[config.mk]
export PLATFORM = sky130hd
export DESIGN_NAME = packet_lock_arbiter
export DESIGN_NICKNAME = d
export VERILOG_FILES = /design/src/rtl/packet_lock_arbiter.sv
export SDC_FILE = /design/constraint.sdc
export NUM_CORES = 1
export LEC_CHECK = 0
export ABC_AREA = 1
export CELL_PAD_IN_SITES_DETAIL_PLACEMENT = 1
export CELL_PAD_IN_SITES_GLOBAL_PLACEMENT = 2
export CORE_UTILIZATION = 17
export DETAILED_ROUTE_END_ITERATION = 8
export PLACE_DENSITY_LB_ADDON = 0.1
export SYNTH_ARGS = -nofsm -noshare
export SYNTH_HDL_FRONTEND = slang
export SYNTH_SLANG_ARGS = --single-unit
[constraint.sdc]
create_clock -name clk -period 1.65 [get_ports clk]
set_input_delay 0.2475 -clock clk [delete_from_list [all_inputs] [get_ports clk]]
set_output_delay 0.2475 -clock clk [all_outputs]
set_load 0.05 [all_outputs]
[src/rtl/packet_lock_arbiter.sv]
// packet_lock_arbiter: shares one output port among NUM_REQ channels.
// Fixed lowest-index priority (or single-channel mode), grant held
// for a whole packet, output registered in a one-entry buffer.
//
// Ports:
//   clk, rst_n            clock, async active-low reset
//   arb_enable            1 = arbitrate all channels, 0 = single_mask only
//   single_mask           channel filter used when arb_enable = 0
//   in_valid/in_last      per-channel flit valid / end-of-packet
//   in_data               channel i at [i*DATA_WIDTH +: DATA_WIDTH]
//   in_ready              per-channel accept (granted channel only)
//   out_valid/out_ready   registered output handshake
//   out_data/out_last     registered flit and end-of-packet flag
//   out_src               source channel of the current output flit
//   busy                  high while a packet is locked
//   len_err               one-cycle pulse on forced release
module packet_lock_arbiter #(
    parameter  int NUM_REQ    = 4,
    parameter  int DATA_WIDTH = 64,
    parameter  int MAX_FLITS  = 256,
    localparam int SRC_W      = $clog2(NUM_REQ)
) (
    input  logic                          clk,
    input  logic                          rst_n,
    input  logic                          arb_enable,
    input  logic [NUM_REQ-1:0]            single_mask,
    input  logic [NUM_REQ-1:0]            in_valid,
    input  logic [NUM_REQ-1:0]            in_last,
    input  logic [NUM_REQ*DATA_WIDTH-1:0] in_data,
    output logic [NUM_REQ-1:0]            in_ready,
    output logic                          out_valid,
    input  logic                          out_ready,
    output logic [DATA_WIDTH-1:0]         out_data,
    output logic                          out_last,
    output logic [SRC_W-1:0]              out_src,
    output logic                          busy,
    output logic                          len_err
);

    localparam int CNT_W = $clog2(MAX_FLITS);

    localparam logic [0:0] IDLE = 1'b0;
    localparam logic [0:0] LOCK = 1'b1;

    logic [0:0]            r_state;
    logic [NUM_REQ-1:0]    r_grant;
    logic [CNT_W-1:0]      r_flit_cnt;
    logic                  r_out_valid;
    logic [DATA_WIDTH-1:0] r_out_data;
    logic                  r_out_last;
    logic [SRC_W-1:0]      r_out_src;
    logic                  r_len_err;

    logic [NUM_REQ-1:0]    w_elig;
    logic [NUM_REQ-1:0]    w_win;
    logic                  w_lock;
    logic                  w_slot_free;
    logic                  w_gvalid;
    logic                  w_glast;
    logic                  w_xfer;
    logic                  w_at_max;
    logic [DATA_WIDTH-1:0] w_gdata;
    logic [SRC_W-1:0]      w_gidx;

    assign w_elig = arb_enable ? in_valid : (in_valid & single_mask);

    // Two's-complement trick isolates the lowest set bit.
    assign w_win = w_elig & (~w_elig + NUM_REQ'(1));

    assign w_lock      = (r_state == LOCK);
    assign w_slot_free = !r_out_valid || out_ready;
    assign w_gvalid    = |(in_valid & r_grant);
    assign w_glast     = |(in_last & r_grant);
    assign w_xfer      = w_lock && w_slot_free && w_gvalid;
    assign w_at_max    = (r_flit_cnt == CNT_W'(MAX_FLITS - 1));

    // r_grant is one-hot (or zero), so the loop acts as a plain mux.
    always_comb begin
        w_gidx  = '0;
        w_gdata = '0;
        for (int i = 0; i < NUM_REQ; i++) begin
            if (r_grant[i]) begin
                w_gidx  = SRC_W'(i);
                w_gdata = in_data[i*DATA_WIDTH +: DATA_WIDTH];
            end
        end
    end

    assign in_ready  = (w_lock && w_slot_free) ? r_grant : '0;
    assign busy      = w_lock;
    assign out_valid = r_out_valid;
    assign out_data  = r_out_data;
    assign out_last  = r_out_last;
    assign out_src   = r_out_src;
    assign len_err   = r_len_err;

    always_ff @(posedge clk or negedge rst_n) begin
        if (!rst_n) begin
            r_state     <= IDLE;
            r_grant     <= '0;
            r_flit_cnt  <= '0;
            r_out_valid <= 1'b0;
            r_out_data  <= '0;
            r_out_last  <= 1'b0;
            r_out_src   <= '0;
            r_len_err   <= 1'b0;
        end else begin
            r_len_err <= 1'b0;

            // Output buffer drains regardless of arbiter state.
            if (w_xfer) begin
                r_out_valid <= 1'b1;
                r_out_data  <= w_gdata;
                r_out_last  <= w_glast || w_at_max;
                r_out_src   <= w_gidx;
            end else if (out_ready) begin
                r_out_valid <= 1'b0;
            end

            case (r_state)
                IDLE: begin
                    if (|w_elig) begin
                        r_grant    <= w_win;
                        r_flit_cnt <= '0;
                        r_state    <= LOCK;
                    end
                end
                LOCK: begin
                    if (w_xfer) begin
                        r_flit_cnt <= r_flit_cnt + CNT_W'(1);
                        if (w_glast || w_at_max) begin
                            r_state   <= IDLE;
                            r_grant   <= '0;
                            r_len_err <= !w_glast;
                        end
                    end
                end
                default: begin
                    r_state <= IDLE;
                    r_grant <= '0;
                end
            endcase
        end
    end

endmodule

# == Word level (Yosys, flattened, before mapping) ==
# Cells that the tools add are included.
# op_classes
add_sub_neg,2
eq_ne,4
n_mux,25
bitwise_logic,6
n_reduce_logical,12
# ops
op,count
$mux W64,4
$mux W4,5
$and A4 B4 Y4,4
$mux W8,2
$pmux W8 S2,1
$reduce_or A4 Y1,3
$mux W1,9
$add A8 B1 Y8 const B,1
$eq A8 B8 Y1 const B,1
$pmux W4 S2,1
$add A4 B1 Y4 const B,1
$mux W2,2
$ne A2 B1 Y1 const B,2
$not A4 Y4,1
$reduce_and A3 Y1,1
$logic_and A1 B1 Y1,2
$logic_not A1 Y1,2
$logic_or A1 B1 Y1,2
$ne A2 B2 Y1 const B,1
$pmux W1 S2,1
$reduce_and A2 Y1,1
$reduce_bool A2 Y1,1
$not A1 Y1,1
# totals
regBits,82
in_bits,272
out_inout_bits,74
wordCells,57

# == Depth between registers and ports, before layout ==
# depth
depth_word,7
depth_mapped,10
mapped_depth_nobuf,9

# == Worst setup path before layout ==
# OpenSTA, ideal clock, no wires.
# synth_path
path_type,flip-flop to output port
start,reg r_state (netlist: busy)
end,out in_ready[0]
t_arrival_ps,1543
required_time_ps,1402
setup_slack_ps,-141
path_stages_with_launch,3
path_buffers,0
cell_sequence,dfrtp_1 o21ai_2 nor2_1
# synth_between
elab_chain_cells,2
# synth_lines
item,line_no,text
start: declaration,45,logic [0:0] r_state;
start signal: assignment,99,r_state <= IDLE;
start signal: assignment,125,r_state <= LOCK;
start signal: assignment,132,r_state <= IDLE;
$logic_and A1 B1 Y1,89,assign in_ready = (w_lock && w_slot_free) ? r_grant : '0;
$mux W4,89,
end: declaration,30,"output logic [NUM_REQ-1:0] in_ready,"
# Every way passes these cells.

# == Worst setup path after layout ==
# layout_path
start,in out_ready
end,out in_ready[2]
# layout_between
elab_chain_cells,3
# layout_lines
item,line_no,text
start: declaration,32,"input logic out_ready,"
$logic_or A1 B1 Y1,71,assign w_slot_free = !r_out_valid || out_ready;
$logic_and A1 B1 Y1,89,
$mux W4,89,
# Every way passes these cells.

==> metrics <==
Final ANT Viol Nets=0; Sequential cell area=0.002058 mm²; # clock sinks=82; Worst Setup EP=in_ready[2]; Crit. End Element=output pin; post-synth net total=1,121; setup TNS=0 ps; Layout area overhead=84.97%; final hold vios=0; fraction of layout cells with a size suffix above 1=12.71%; CTS tree=done; clk_lat worst skew=340 ps; most frequent cells in the layout=510 x nand2_1, 270 x clkdlybuf4s50_1, 96 x buf_4; WL/cell=17.27 µm; Pleak=4.655 nW; vias per inst=4.109; vias in the first global route=6,990; Std-Cell Rows=63; Syn Std Cell Area=0.005251 mm²; clk root buf=clkbuf_16; First-pass DRT Iterations=4; peak supply drop=510.7 µV; CP Max Fanout=4; register bit total from synthesis=82; slew margin rel.=73.53%; number of synthesis warnings=0; clk buf depth=2; clock slew at reported path FFs=60 ps; largest stage delay on the critical path=540 ps; crit path DAT=1330 ps; maxcap violations=0; PD cells=1567 mW/mm²; commonest non-fill, non-tap cell in the layout=nand2_1; die height=177.8 µm; Via Count=6,550; initial detailed-routing violation count=197; initial antenna violation count=0; grt total ovfl=0; r2r worst-path depth=9; Inserted Diodes=0; CP cell instances=clkdlybuf4s50_1 > o21ai_4 > buf_4 > nor2_2 > buf_12; Final Skew=7.299 ps; FILL cells=3,681; GRT Overall Usage=16.98%; largest net degree at the start of global routing=71; core box area=0.03003 mm²; # H-tree levels=3; status=completed; CP Launch Type=primary input; final setup fails=0; min cycle time layout=1574 ps; flop2flop setup slack=90 ps; Initial Utilization=17.49%; Post-Place Cells=1,570; area of the multi-input gates=0.002870 mm²; cell count after synthesis=848; worst min-delay path class=primary input to asynchronous set/reset pin; final std cells w/o fill=1,594; die width=177.8 µm; Tightest Pin Transition=397.0 ps; detailed placement HPWL=20,660 µm; RSZ-0062 raised after global routing=true; Total Nets Final=1,472; CP Data Required Time=1400 ps; first-pass GRT wire length=40,260 µm; die area=0.03160 mm²; CTS Buf Count=9; WS Path Type=primary input to output pin; max frequency=0.6355 GHz; post-synth cell types=23; Placer Congestion=0.7293; fin. max-slew vios=0; Max stage delay cell, worst path=clkdlybuf4s50_1; worst flop-to-flop path startpoint=r_grant[2]$_DFFE_PN0P_; Final Power=15.22 mW; I/O pin count=346; port bufs=345; Crit. Startpoint=out_ready; Residual DRC=0; Detailed Route WL=27,530 µm; FF-to-FF End=out_data[16]$_DFFE_PN0P_; Syn Area/Cell=6.193 µm²; final worst path period share=95.37%; sequential fraction of the synthesis area=39.08%
## metrics by stage
step                      utilization [%]  hold WS (ps)  setup slack, ps  instance area, µm²
after floorplan                         -        -48.09           -140.8                5251
after global placement              30.76         154.0           -122.1                9238
after detailed placement            30.76         160.5           -118.1                9238
after CTS                           31.88         335.8           -14.48                9573
after global routing                32.34         364.0           -6.619                9713
final                               32.34         341.6            76.40                9713
## layout make-up
type                            count  area share, %
Tap cell                          390          5.024
Inverter                           19         0.7600
Timing Repair Buffer              391          40.18
Multi-Input combinational cell    696          29.55
Sequential cell                    82          21.19
Clock buffer                       11          2.499
Clock inverter                      5         0.7987
## cells in the mapped netlist
cell	instances	area [µm²]
xnor2_1	1	8.760
nor2_1	26	97.59
buf_6	8	90.09
dfrtp_1	82	2052
nand2_1	512	1922
o21ai_0	44	220.2
inv_1	17	63.81
nand3b_1	1	7.510
clkbuf_1	23	86.33
o21ai_1	23	115.1
or2_0	1	6.260
buf_4	3	22.52
buf_2	16	80.08
nor2_4	2	22.52
ha_1	1	12.51
nor3b_1	1	7.510
inv_2	2	7.510
nor3_1	1	5.000
nand3_1	17	85.08
nand2_2	1	6.260
buf_1	1	3.750
a21oi_1	64	320.3
o21ai_2	1	8.760
## sequential cells by signal, indices dropped and copies added (netlist names)
name and cells:
out_data 64, r_flit_cnt 8, r_grant 4, out_src 2, busy 1, len_err 1, out_last 1, out_valid 1
## cell families after synthesis
| group | Yosys count | synth area share (%) |
|---|---|---|
| AOI/OAI and AO/OA | 132 | 12.65 |
| xor gates and xnor gates | 1 | 0.1668 |
| and+or+nand+nor | 562 | 41.12 |
| DFF | 82 | 39.08 |
| buffers and inverters | 70 | 6.743 |
| adders and majority gates | 1 | 0.2382 |
## critical path, delay by kind of cell
| kind | cells | cell delay, ps |
|---|---|---|
| and+or+nand+nor | 1 | 130 |
| AOI/OAI and AO/OA | 1 | 90 |
| buffers and inverters | 3 | 850 |
## report_power, final
group          leakage, nW  internal (mW)  total [mW]  switching [mW]
Sequential            1.07           2.70        3.15           0.451
Clock                0.156           1.37        2.26           0.893
Combinational         3.43           3.58        9.81            6.24
## metal layers
| metal | share of wire (%) | global-route usage, % | wire length (µm) | vias to the layer above |
|---|---|---|---|---|
| met5 | 0 | 0 | 0 | - |
| met3 | 7.3 | 4.949 | 2003 | 15 |
| met2 | 49 | 30.06 | 13540 | 199 |
| met1 | 42 | 19.90 | 11660 | 2994 |
| met4 | 1.2 | 4.238 | 320 | 0 |
| li1 | - | - | - | 3342 |
## what timing repair did
action	4_1_cts	5_1_grt
cloned	0	3
endpoints found under the setup margin	4	51
resized for setup	2	13
buffers inserted	0	4
pin swaps	0	1
endpoints found under the hold margin	16	0
hold buffers	1	0
## worst min path at each step
stage | from | to | slack [ps] | cells past startpoint
after floorplan | rst_n | busy$_DFF_PN0_ | -50 | 0
final | rst_n | out_data[12]$_DFFE_PN0P_ | 340 | 2
after global routing | rst_n | out_data[12]$_DFFE_PN0P_ | 360 | 2
after detailed placement | rst_n | out_data[13]$_DFFE_PN0P_ | 160 | 1
after CTS | rst_n | out_data[13]$_DFFE_PN0P_ | 340 | 2
after global placement | rst_n | out_data[13]$_DFFE_PN0P_ | 150 | 1
Power figures use the tool's default switching activity.
